--- src/rtl/stage_mem.sv ---
// ---------------------------------------------------------------------------
// stage_mem
// Memory-access stage of the five-stage MIPS pipeline. It takes the operator,
// operands and write-back fields registered by EX/MEM. It performs big-endian
// byte/half/word loads and stores over a request/acknowledge data-RAM port.
// It stalls the upper pipeline while an access is outstanding. It also drives
// the write-back fields that MEM/WB captures.
//
// Ports
//   clock, reset             pipeline clock (rising edge), async active-low reset
//   mem_instruction          instruction word, [15:0] is the load/store offset
//   mem_operator             operator code (memory ops listed below)
//   mem_operand_a / _b       base address / store data
//   mem_reg_write_*          write-back fields coming from EX
//   ram_request              registered access request, held until ack/timeout
//   ram_write_enable         1 = store
//   ram_address              word-aligned address
//   ram_byte_select          byte lanes, bit 3 = bits [31:24]
//   ram_write_data           lane-replicated store data
//   ram_read_data, ram_ack   read data and one-cycle completion pulse
//   stall_request            holds the pipeline at and above EX/MEM
//   wb_reg_write_*           write-back fields to MEM/WB
//   address_error            misaligned access (meaningful in IDLE only)
//   bus_error                access aborted by timeout, asserted during DONE
// ---------------------------------------------------------------------------
module stage_mem #(
    parameter int TIMEOUT_CYCLES = 255
) (
    input  logic        clock,
    input  logic        reset,
    input  logic [31:0] mem_instruction,
    input  logic [7:0]  mem_operator,
    input  logic [31:0] mem_operand_a,
    input  logic [31:0] mem_operand_b,
    input  logic        mem_reg_write_enable,
    input  logic [4:0]  mem_reg_write_address,
    input  logic [31:0] mem_reg_write_data,
    output logic        ram_request,
    output logic        ram_write_enable,
    output logic [31:0] ram_address,
    output logic [3:0]  ram_byte_select,
    output logic [31:0] ram_write_data,
    input  logic [31:0] ram_read_data,
    input  logic        ram_ack,
    output logic        stall_request,
    output logic        wb_reg_write_enable,
    output logic [4:0]  wb_reg_write_address,
    output logic [31:0] wb_reg_write_data,
    output logic        address_error,
    output logic        bus_error
);

    // Memory operator codes shared with the rest of the pipeline.
    localparam logic [7:0] OP_LB  = 8'b1110_0000;
    localparam logic [7:0] OP_LH  = 8'b1110_0001;
    localparam logic [7:0] OP_LW  = 8'b1110_0011;
    localparam logic [7:0] OP_LBU = 8'b1110_0100;
    localparam logic [7:0] OP_LHU = 8'b1110_0101;
    localparam logic [7:0] OP_SB  = 8'b1110_1000;
    localparam logic [7:0] OP_SH  = 8'b1110_1001;
    localparam logic [7:0] OP_SW  = 8'b1110_1011;

    // The counter must be able to hold TIMEOUT_CYCLES - 1.
    localparam int CW = (TIMEOUT_CYCLES < 2) ? 1 : $clog2(TIMEOUT_CYCLES + 1);
    localparam logic [CW-1:0] LAST_COUNT = CW'(TIMEOUT_CYCLES - 1);

    typedef enum logic [1:0] {
        IDLE = 2'd0,
        BUSY = 2'd1,
        DONE = 2'd2
    } state_t;

    typedef enum logic [1:0] {
        SIZE_NONE = 2'd0,
        SIZE_BYTE = 2'd1,
        SIZE_HALF = 2'd2,
        SIZE_WORD = 2'd3
    } size_t;

    function automatic size_t op_size(input logic [7:0] op);
        case (op)
            OP_LB, OP_LBU, OP_SB: op_size = SIZE_BYTE;
            OP_LH, OP_LHU, OP_SH: op_size = SIZE_HALF;
            OP_LW, OP_SW:         op_size = SIZE_WORD;
            default:              op_size = SIZE_NONE;
        endcase
    endfunction

    function automatic logic op_is_store(input logic [7:0] op);
        op_is_store = (op == OP_SB) || (op == OP_SH) || (op == OP_SW);
    endfunction

    function automatic logic op_is_signed(input logic [7:0] op);
        op_is_signed = (op == OP_LB) || (op == OP_LH);
    endfunction

    state_t          state;
    logic [CW-1:0]   count;
    logic            bus_error_flag;
    size_t           size_q;
    logic            load_q;
    logic            sign_q;
    logic [1:0]      offset_q;
    logic [31:0]     read_data_q;

    size_t           size;
    logic            is_mem;
    logic            is_store;
    logic            misaligned;
    logic            mem_go;
    logic [31:0]     ea;
    logic [3:0]      lane_select;
    logic [31:0]     store_data;

    logic [7:0]      load_byte;
    logic [15:0]     load_half;
    logic [31:0]     load_data;

    // Only the low half of the instruction carries the offset.
    logic            unused_upper;
    assign unused_upper = ^mem_instruction[31:16];

    assign ea = mem_operand_a + {{16{mem_instruction[15]}}, mem_instruction[15:0]};

    // Decode the incoming operator. Compute the alignment, the byte lanes and
    // the lane-replicated store data. Big-endian: ea[1:0] = 0 is bits [31:24].
    always_comb begin
        size        = op_size(mem_operator);
        is_mem      = (size != SIZE_NONE);
        is_store    = op_is_store(mem_operator);
        misaligned  = 1'b0;
        lane_select = 4'b0000;
        store_data  = mem_operand_b;
        case (size)
            SIZE_BYTE: begin
                lane_select = 4'b1000 >> ea[1:0];
                store_data  = {4{mem_operand_b[7:0]}};
            end
            SIZE_HALF: begin
                misaligned  = ea[0];
                lane_select = ea[1] ? 4'b0011 : 4'b1100;
                store_data  = {2{mem_operand_b[15:0]}};
            end
            SIZE_WORD: begin
                misaligned  = (ea[1:0] != 2'b00);
                lane_select = 4'b1111;
            end
            default: ;
        endcase
        mem_go = is_mem && !misaligned;
    end

    // Access sequencer. IDLE latches the bus fields of an aligned memory op.
    // BUSY holds the request until ack or timeout. DONE presents the result
    // for one cycle. bus_error_flag clears on the way back through IDLE, so
    // it covers the whole DONE cycle.
    always_ff @(posedge clock or negedge reset) begin
        if (!reset) begin
            state            <= IDLE;
            count            <= '0;
            bus_error_flag   <= 1'b0;
            size_q           <= SIZE_NONE;
            load_q           <= 1'b0;
            sign_q           <= 1'b0;
            offset_q         <= 2'b00;
            read_data_q      <= 32'h0;
            ram_request      <= 1'b0;
            ram_write_enable <= 1'b0;
            ram_address      <= 32'h0;
            ram_byte_select  <= 4'b0000;
            ram_write_data   <= 32'h0;
        end else begin
            case (state)
                IDLE: begin
                    count          <= '0;
                    bus_error_flag <= 1'b0;
                    if (mem_go) begin
                        ram_request      <= 1'b1;
                        ram_write_enable <= is_store;
                        ram_address      <= {ea[31:2], 2'b00};
                        ram_byte_select  <= lane_select;
                        ram_write_data   <= store_data;
                        size_q           <= size;
                        load_q           <= !is_store;
                        sign_q           <= op_is_signed(mem_operator);
                        offset_q         <= ea[1:0];
                        state            <= BUSY;
                    end
                end
                BUSY: begin
                    // An ack in the last allowed cycle still wins over the timeout.
                    if (ram_ack) begin
                        read_data_q <= ram_read_data;
                        ram_request <= 1'b0;
                        state       <= DONE;
                    end else if (count == LAST_COUNT) begin
                        bus_error_flag <= 1'b1;
                        ram_request    <= 1'b0;
                        state          <= DONE;
                    end else begin
                        count <= count + CW'(1);
                    end
                end
                DONE: begin
                    state <= IDLE;
                end
                default: begin
                    state       <= IDLE;
                    ram_request <= 1'b0;
                end
            endcase
        end
    end

    // Pick the addressed lane out of the captured word and extend it.
    always_comb begin
        case (offset_q)
            2'd0:    load_byte = read_data_q[31:24];
            2'd1:    load_byte = read_data_q[23:16];
            2'd2:    load_byte = read_data_q[15:8];
            default: load_byte = read_data_q[7:0];
        endcase
        load_half = offset_q[1] ? read_data_q[15:0] : read_data_q[31:16];
        case (size_q)
            SIZE_BYTE: load_data = sign_q ? {{24{load_byte[7]}}, load_byte}
                                          : {24'h0, load_byte};
            SIZE_HALF: load_data = sign_q ? {{16{load_half[15]}}, load_half}
                                          : {16'h0, load_half};
            default:   load_data = read_data_q;
        endcase
    end

    // Pipeline-facing outputs. Non-memory ops flow straight through. Memory
    // ops write back only a successful load, and only in DONE.
    always_comb begin
        stall_request        = ((state == IDLE) && mem_go) || (state == BUSY);
        address_error        = (state == IDLE) && is_mem && misaligned;
        bus_error            = (state == DONE) && bus_error_flag;
        wb_reg_write_address = mem_reg_write_address;
        wb_reg_write_enable  = mem_reg_write_enable;
        wb_reg_write_data    = mem_reg_write_data;
        if (is_mem) begin
            wb_reg_write_enable = (state == DONE) && load_q && !bus_error_flag;
            wb_reg_write_data   = wb_reg_write_enable ? load_data : 32'h0;
        end
    end

endmodule

--- config.mk ---
export PLATFORM = sky130hd
export DESIGN_NAME = stage_mem
export DESIGN_NICKNAME = d
export VERILOG_FILES = /design/src/rtl/stage_mem.sv
export SDC_FILE = /design/constraint.sdc
export NUM_CORES = 1
export LEC_CHECK = 0
export BUFFER_PORTS_ARGS = -buffer_cell sky130_fd_sc_hd__buf_2
export CAP_MARGIN = 20
export CELL_PAD_IN_SITES_DETAIL_PLACEMENT = 1
export CELL_PAD_IN_SITES_GLOBAL_PLACEMENT = 2
export CORE_UTILIZATION = 29
export CTS_CLUSTER_DIAMETER = 150
export DETAILED_ROUTE_END_ITERATION = 10
export PLACE_DENSITY_LB_ADDON = 0.1
export SLEW_MARGIN = 20
export SYNTH_ARGS = -nofsm -noshare
export SYNTH_HDL_FRONTEND = slang
export SYNTH_SLANG_ARGS = --single-unit
--- constraint.sdc ---
create_clock -name clock -period 3.3 [get_ports clock]
set_input_delay 0.495 -clock clock [delete_from_list [all_inputs] [get_ports clock]]
set_output_delay 0.495 -clock clock [all_outputs]
set_load 0.05 [all_outputs]
Word-level counts from Yosys, hierarchy flattened. Index checks and enable logic that the tools add are counted.

Add/subtract/negate cells: 2. Equality and inequality tests: 23. Shift-type cells: 1. Multiplexer cells: 27. Bitwise logic cells: 1. Reductions and logical operators: 28.

Operators with widths (number): 2-to-1 mux 32 bit (4); case mux 32 bit (2 select lines) (2); == test 8 bit (second input constant) (9); adder 32 bit (1); case mux 8 bit (3 select lines) (1); 2-to-1 mux 16 bit (1); 2-to-1 mux 8 bit (2); case mux 8 bit (2 select lines) (1); case mux 4 bit (3 select lines) (1); == test 2 bit (second input constant) (5); AND reduction 3 bit (3); adder 8 x 1 -> 8 bit (second input constant) (1); == test 2 x 1 -> 1 bit (second input constant) (4); inequality test 2 bit (second input constant) (4); logical AND 1 bit (7); 2-to-1 mux 1 bit (6); 2-to-1 mux 2 bit (3); case mux 2 bit (3 select lines) (1); AND reduction 2 bit (3); nonzero test 2 bit (3); OR reduction 3 bit (2); logical NOT 2 bit (2); logical OR 1 bit (4); 2-to-1 mux 4 bit (1); 8 further kinds (11).

Register bits: 117. Input port bits: 177. Output and inout port bits: 111. Word-level logic and storage cells: 95.

Longest topological paths before layout. Gate-level depths: netlist of the first run.

Word-level depth: 9. Depth in mapped cells: 14. Gate-level depth less buffers: 12.

Worst setup path after synthesis of the first run. Ideal clock, no wire load.

Kind: input-to-output. Start: input port mem_operator[4]. End: output port wb_reg_write_data[0]. Data arrival time: 3.013 ns. Data required time: 2.805 ns. Setup slack: -0.208 ns. Cell stages on the path: 8. Path buffers: 2. Cells stage by stage: and4b_1 -> o21ai_0 -> ha_1 -> clkbuf_1 -> nor4_1 -> nand2_1 -> clkbuf_1 -> o21ai_0.

Word-level cells in the longest chain between the ends: 5. Elaborated cells between the ends (all ways): 14. Classes of those cells: eq/ne (8); mux (2); reduce/logical (4).

RTL lines: from (decl) (RTL line 32) `input logic [7:0] mem_operator,`; == test 8 bit (RTL line 81) `case (op)`; OR reduction 3 bit or OR reduction 2 bit (tied branches) (RTL line 81); case mux 2 bit (3 select lines) (*) (RTL line 81); nonzero test 2 bit (*) (RTL line 129) `is_mem = (size != SIZE_NONE);`; 2-to-1 mux 32 bit (*) (RTL line 242) `if (is_mem) begin`; to (decl) (RTL line 48) `output logic [31:0] wb_reg_write_data,`.

Every way passes the cells marked *; elsewhere a longest branch is shown, timed or not.

Worst setup path after layout of the first run.
Start: input port mem_operator[4]. End: output port wb_reg_write_data[15].

Same word-level chain as after synthesis.

==> out/summary.txt, run 1 <==
Status - complete, no violations
Global-route wire length before repair - 43400 µm
Crit path required time - 2800 ps
Remaining DRCs - 0
Clock Skew - 18.9 ps
Io pins - 288
Longest Clk Path Bufs - 2
Minimum clock period - 3170 ps
Post-layout nets - 1343
# H-tree levels - 4
Die H - 167 µm
FMAX - 315 MHz
Pwr Total - 0.00670 W
Post-DP HPWL - 20700 µm
Final Util - 0.385
Core ar. - 0.0269 mm²
Slew @ Worst Pin - 744 ps
Largest net degree at the start of global routing - 60
Internal reg-to-reg setup slack - 1300 ps
CTS buffer count - 17
Ys async rst share - 1.00
Critical Path Fanout Max - 18
Die Span X - 167 µm
Worst-skew pair later-pin latency - 430 ps
Final wirelength - 27100 µm
DR iter-0 viols - 312
Dpl cells - 1447
Row count - 60
Initial antenna violation count - 1
Main combinational cell family by area after synthesis - compound AO/OA/AOI/OAI gates
Post-synthesis compound-gate area fraction - 0.222
VDD IR max - 0.000358 V
Port bufs - 259
Critical Path Max Stage Delay - 440 ps
Multiplexer share of the synthesized area - 0.0936
Post-DP Area - 0.00968 mm²
Initial Util - 0.295
Worst Hold Class - input port to asynchronous set/reset pin
Number of synthesized flops with an enable pin - 0
Final slew viol count - 0
Worst Reg-to-Reg Cells - 8
Antenna Nets Post-Route - 0
CP Data Arrival Time - 2680 ps
Post-CTS setup buffer count - 0
Static Leak - 4.98 nW
Via count - 7560
Gr usage total - 0.196
Cell variety after synth - 71
Die area - 0.0280 mm²
Fraction of layout cells with a size suffix above 1 - 0.351
Relative slew slack - 0.502
CP startpoint kind - input port
Adder-Cell Fraction of Synth Area - 0.0657
Main synth FF type - dfrtp_1
Setup CP Type - input port to output pin
TritonCTS clock tree - yes
Root buffer cell - clkbuf_16
Crit path max-delay cell type - a221oi_1
Max Cap Violations - 0
Post-Layout Cell Count - 1480
Post-Syn Area - 0.00792 mm²
Worst-path clk slew - 60 ps
Grt total ovfl - 0
Synthesized flop and latch total - 117
Reg-to-Reg Start - count[0]$_DFFE_PN0P_
Final Cell Area - 0.0104 mm²
P&R area growth vs syn - 30.6%
CP most frequent cell - buf_2
Seq/Total Area, Yosys - 0.369
Gpl congestion - 0.756
XOR/XNOR Fraction of Synth Area - 0.0254
Synth Area in Simple Gates - 0.174
Worst reg2reg endpoint - count[7]$_DFFE_PN0P_
Crit share post-route - 0.961
Final number of setup-violating endpoints - 0
Ys Warns - 0
DR pass1 iterations - 4
Vias in the first global route - 7987
Wire per inst - 18.3 µm
Number of vias per cell - 5.11
Unrepaired setup endpoints after global routing - no
Final setup TNS - 0 ps
CTS Sinks - 117
Crit. End Element - output pin
Synthesized area per cell - 9.02 µm²
Final Hold Viols - 0
Crit-path cells - buf_2 > and4b_2 > nand3_1 > ha_1 > nor4_1 > nand2_1 > buf_4 > a221oi_1 > a21o_1 > buf_2
Post-Synthesis Cells - 878
P per Cell Area - 647 mW/mm²
[per-stage QoR]
stage / hold slack [ps] / setup WS [ps]
2_1_floorplan: 199 / -208
3_3_place_gp: 454 / 130
3_5_place_dp: 463 / 70.4
4_1_cts: 121 / 69.6
5_1_grt: 143 / 14.0
6_report: 80.3 / 129
[synth_stat cells (8+ instances only)]
library cell | count | share of area
nand3_1 | 17 | 0.011
mux2_2 | 49 | 0.070
inv_1 | 23 | 0.011
buf_2 | 17 | 0.011
nand4_1 | 12 | 0.0095
a22oi_1 | 15 | 0.014
nor2_1 | 86 | 0.041
xnor2_1 | 9 | 0.0099
clkbuf_1 | 31 | 0.015
xor2_1 | 14 | 0.015
ha_1 | 40 | 0.063
a221oi_1 | 25 | 0.028
nand2b_1 | 21 | 0.017
a22o_1 | 16 | 0.018
mux4_2 | 8 | 0.023
o21ai_0 | 54 | 0.034
dfrtp_1 | 117 | 0.37
nand2_1 | 120 | 0.057
a21o_1 | 22 | 0.021
a21oi_1 | 51 | 0.032
[area by class of cell]
| class | count | area (µm²) |
|---|---|---|
| fillers | 3212 | 16500 |
| multi-input cells | 676 | 4630 |
| flip-flops and latches | 117 | 2930 |
| repair buffers | 290 | 1640 |
| clock buffers | 19 | 443 |
| well taps | 341 | 427 |
| clock inverters | 13 | 194 |
| inverters | 23 | 86.3 |
| diodes | 1 | 2.50 |
[worst max-delay path: cells and delay by family]
| kind | cells | cell delay, ps |
|---|---|---|
| and+or+nand+nor | 4 | 770 |
| AOI/OAI and AO/OA | 2 | 570 |
| buffers and inverters | 3 | 560 |
| adders and majority gates | 1 | 260 |
[cell families after synthesis]
group / count (synthesis)
muxes: 58
buffers and inverters: 86
other: 1
DFF: 117
and+or+nand+nor: 298
adders and majority gates: 41
AOI/OAI and AO/OA: 254
xor gates and xnor gates: 23
[repair_timing]
item,4_1_cts,5_1_grt
gates cloned,0,0
gates resized for setup,1,12
hold buffers,0,0
endpoints found under the setup margin,2,21
[registers in the layout, summed over array words and instances (netlist names)]
| register | count |
|---|---|
| ram_write_data | 32 |
| read_data_q | 32 |
| ram_address | 30 |
| count | 8 |
| ram_byte_select | 4 |
| offset_q | 2 |
| size_q | 2 |
| state | 2 |
| bus_error_flag | 1 |
| load_q | 1 |
| ram_request | 1 |
| ram_write_enable | 1 |
| sign_q | 1 |
[cells in the final DEF, fill, tap and decap left out, drive strengths merged, types with 6 or more instances in the layout]
cell,count
nand2,121
o21ai,63
nand4,12
a22oi,15
nand2b,21
a21o,22
nor3,9
xnor2,9
buf,283
dfrtp,117
o21a,7
a21oi,53
mux4,8
nand3,17
a211oi,8
o31ai,7
a22o,16
o211ai,6
a221oi,26
inv,28
nor2,87
clkbuf,26
ha,40
mux2,49
xor2,14
[how the worst max path moves through the flow]
stage               slack [ps]  depth (start not counted)             from                    end
floorplan                 -210                          8  mem_operator[4]   wb_reg_write_data[0]
global placement           130                         11  mem_operator[4]  wb_reg_write_data[24]
detailed placement          70                         11  mem_operator[4]  wb_reg_write_data[24]
CTS                         70                         11  mem_operator[4]  wb_reg_write_data[24]
global route                10                         10  mem_operator[4]  wb_reg_write_data[14]
finish                     130                         10  mem_operator[4]  wb_reg_write_data[15]
[per-layer routing]
metal | global-route usage | share of wire
met1 | 0.258 | 0.47
met2 | 0.333 | 0.48
met3 | 0.0269 | 0.035
met4 | 0.0582 | 0.013
met5 | 0 | 0
[power by group]
part	internal [W]	leakage (nW)	total, W	switching [W]
Clock	0.00130	0.309	0.00207	0.000769
Combinational	0.000858	3.19	0.00253	0.00167
Sequential	0.00181	1.48	0.00210	0.000292
Total	0.00397	4.98	0.00670	0.00273
No activity file was read; power rests on OpenSTA's default activity.
==> run 2: changes to the inputs <==
- MAX_ROUTING_LAYER: default -> met4
==> run 2 against run 1 <==
Net effect: clock skew hardly changed; total power about the same; sequential share of layout area about the same; hold slack worse by 1.9 ps; via count about the same; combinational power hardly changed; first-iteration DRC count is 1.3% lower; critical path type unchanged.
==> out/summary.txt, run 2 (synthesis gave the netlist of run 1 again) <==
Core ar. - 0.0269 mm² (unchanged)
Critical Path Fanout Max - 18 (unchanged)
P per Cell Area - 647 mW/mm² (about the same)
Reg-to-Reg Start - count[0]$_DFFE_PN0P_
DR pass1 iterations - 4 (unchanged)
Post-CTS setup buffer count - 0 (unchanged)
Largest net degree at the start of global routing - 60 (unchanged)
Fraction of layout cells with a size suffix above 1 - 0.351 (-0.000879)
Number of vias per cell - 5.11 (about the same)
Worst Reg-to-Reg Cells - 8 (unchanged)
Setup CP Type - input port to output pin
Commonest non-fill, non-tap cell in the layout - buf_2
VDD IR max - 0.000353 V (-1.4%)
Gpl congestion - 0.765 (+1.3%)
Final Hold Viols - 0 (unchanged)
Post-layout nets - 1343 (unchanged)
Global-route wire length before repair - 43400 µm (about the same)
Antenna Nets Post-Route - 0 (unchanged)
CTS buffer count - 17 (unchanged)
Commonest cells after routing, fill and taps aside - 251 x buf_2, 119 x nand2_1, 117 x dfrtp_1, 86 x nor2_1, 52 x o21ai_0
Final number of setup-violating endpoints - 0 (unchanged)
Crit path required time - 2800 ps (about the same)
Port bufs - 259 (unchanged)
Slew @ Worst Pin - 716 ps (-27.6 ps)
CP startpoint kind - input port
Max Cap Violations - 0 (unchanged)
Final Cell Area - 0.0104 mm² (about the same)
Row count - 60 (unchanged)
Root buffer cell - clkbuf_16
Internal reg-to-reg setup slack - 1310 ps (about the same)
Grt total ovfl - 0 (unchanged)
Initial Util - 0.295 (unchanged)
CP Data Arrival Time - 2650 ps (-30 ps)
Worst-skew pair later-pin latency - 430 ps (about the same)
Gr usage total - 0.202 (+0.00583)
# H-tree levels - 4 (unchanged)
Static Leak - 4.98 nW (about the same)
Wire per inst - 18.3 µm (-0.21%)
TritonCTS clock tree - yes
Regs by FF count - ram_write_data (32), read_data_q (32), ram_address (30)
Die H - 167 µm (unchanged)
Pwr Total - 0.00670 W (about the same)
Vias in the first global route - 7944 (-0.54%)
Worst-path clk slew - 60 ps (about the same)
Minimum clock period - 3150 ps (-23.7 ps)
FMAX - 318 MHz (+0.75%)
Remaining DRCs - 0 (unchanged)
Post-DP Area - 0.00968 mm² (unchanged)
Post-DP HPWL - 20700 µm (unchanged)
Initial antenna violation count - 1 (unchanged)
P&R area growth vs syn - 30.6% (about the same)
CTS Sinks - 117 (unchanged)
Unrepaired setup endpoints after global routing - no
Worst reg2reg endpoint - count[7]$_DFFE_PN0P_
Io pins - 288 (unchanged)
Clock Skew - 19.4 ps (+0.488 ps)
Cts hold-fix bufs - 0 (unchanged)
DR iter-0 viols - 308 (-1.3%)
Status - complete, no violations
Worst Hold Class - input port to asynchronous set/reset pin
Longest Clk Path Bufs - 2 (unchanged)
Final slew viol count - 0 (unchanged)
Die Span X - 167 µm (unchanged)
Crit share post-route - 0.954 (-0.00718)
Final wirelength - 27000 µm (-0.21%)
Relative slew slack - 0.521 (+0.0185)
FILL cells - 3212 (unchanged)
Die area - 0.0280 mm² (unchanged)
Crit. End Element - output pin
Via count - 7562 (+0.026%)
[run 2: through the flow]
| step | hold slack, ps | instances | TNS (ps) | setup slack, ps | util |
|---|---|---|---|---|---|
| after global routing | 145 | 1480 | 0 | 14.0 | 0.385 |
| after CTS | 121 | 1479 | 0 | 69.6 | 0.384 |
| after detailed placement | 463 | 1447 | 0 | 70.4 | 0.360 |
| after global placement | 454 | 1447 | 0 | 130 | 0.360 |
| after floorplan | 199 | 879 | -1810 | -208 | - |
| final | 78.5 | 1480 | 0 | 153 | 0.385 |
[run 2: power breakdown]
part	internal [W]	switching (W)	leakage [nW]	total (W)
clock network	0.00130	0.000765	0.309	0.00206
registers	0.00181	0.000292	1.48	0.00210
logic	0.000859	0.00167	3.19	0.00253
[run 2: how the worst max path moves through the flow]
stage	startpoint	end	slack (ps)	cells after the start
global placement	mem_operator[4]	wb_reg_write_data[24]	130	11
global route	mem_operator[4]	wb_reg_write_data[14]	10	10
CTS	mem_operator[4]	wb_reg_write_data[24]	70	11
detailed placement	mem_operator[4]	wb_reg_write_data[24]	70	11
finish	mem_operator[4]	wb_reg_write_data[15]	150	10
floorplan	mem_operator[4]	wb_reg_write_data[0]	-210	8
[run 2: area by class of cell]
class                      instances  area [µm²]  share of cell area
clock inverter                    13         194              0.0187
sequential                       117        2930               0.283
multi-input combinational        676        4630               0.447
antenna                            1        2.50            0.000242
inverter                          23        86.3             0.00834
timing repair buffer             290        1640               0.158
tap                              341         427              0.0412
clock buffer                      19         443              0.0428
[run 2: repair_timing]
item,4_1_cts,5_1_grt
cloned,0,0
setup endpoints to repair,2,21
pin swaps,0,0
gates resized for setup,1,11
[run 2: layer usage]
metal  wire length [µm]  global-route usage  vias to the layer above
li1                   -                   -                     3672
met1              12600               0.260                     3665
met2              13000               0.333                      198
met3               1040              0.0258                       27
met4                337              0.0546                        0
met5                  0                   -                        -
[run 2: worst max-delay path, stage by stage]
cell and delay, ps:
buf_2 90, and4b_2 340, nand3_1 140, ha_1 260, nor4_1 190, nand2_1 100
buf_4 220, a221oi_1 430, a21o_1 130, buf_2 250
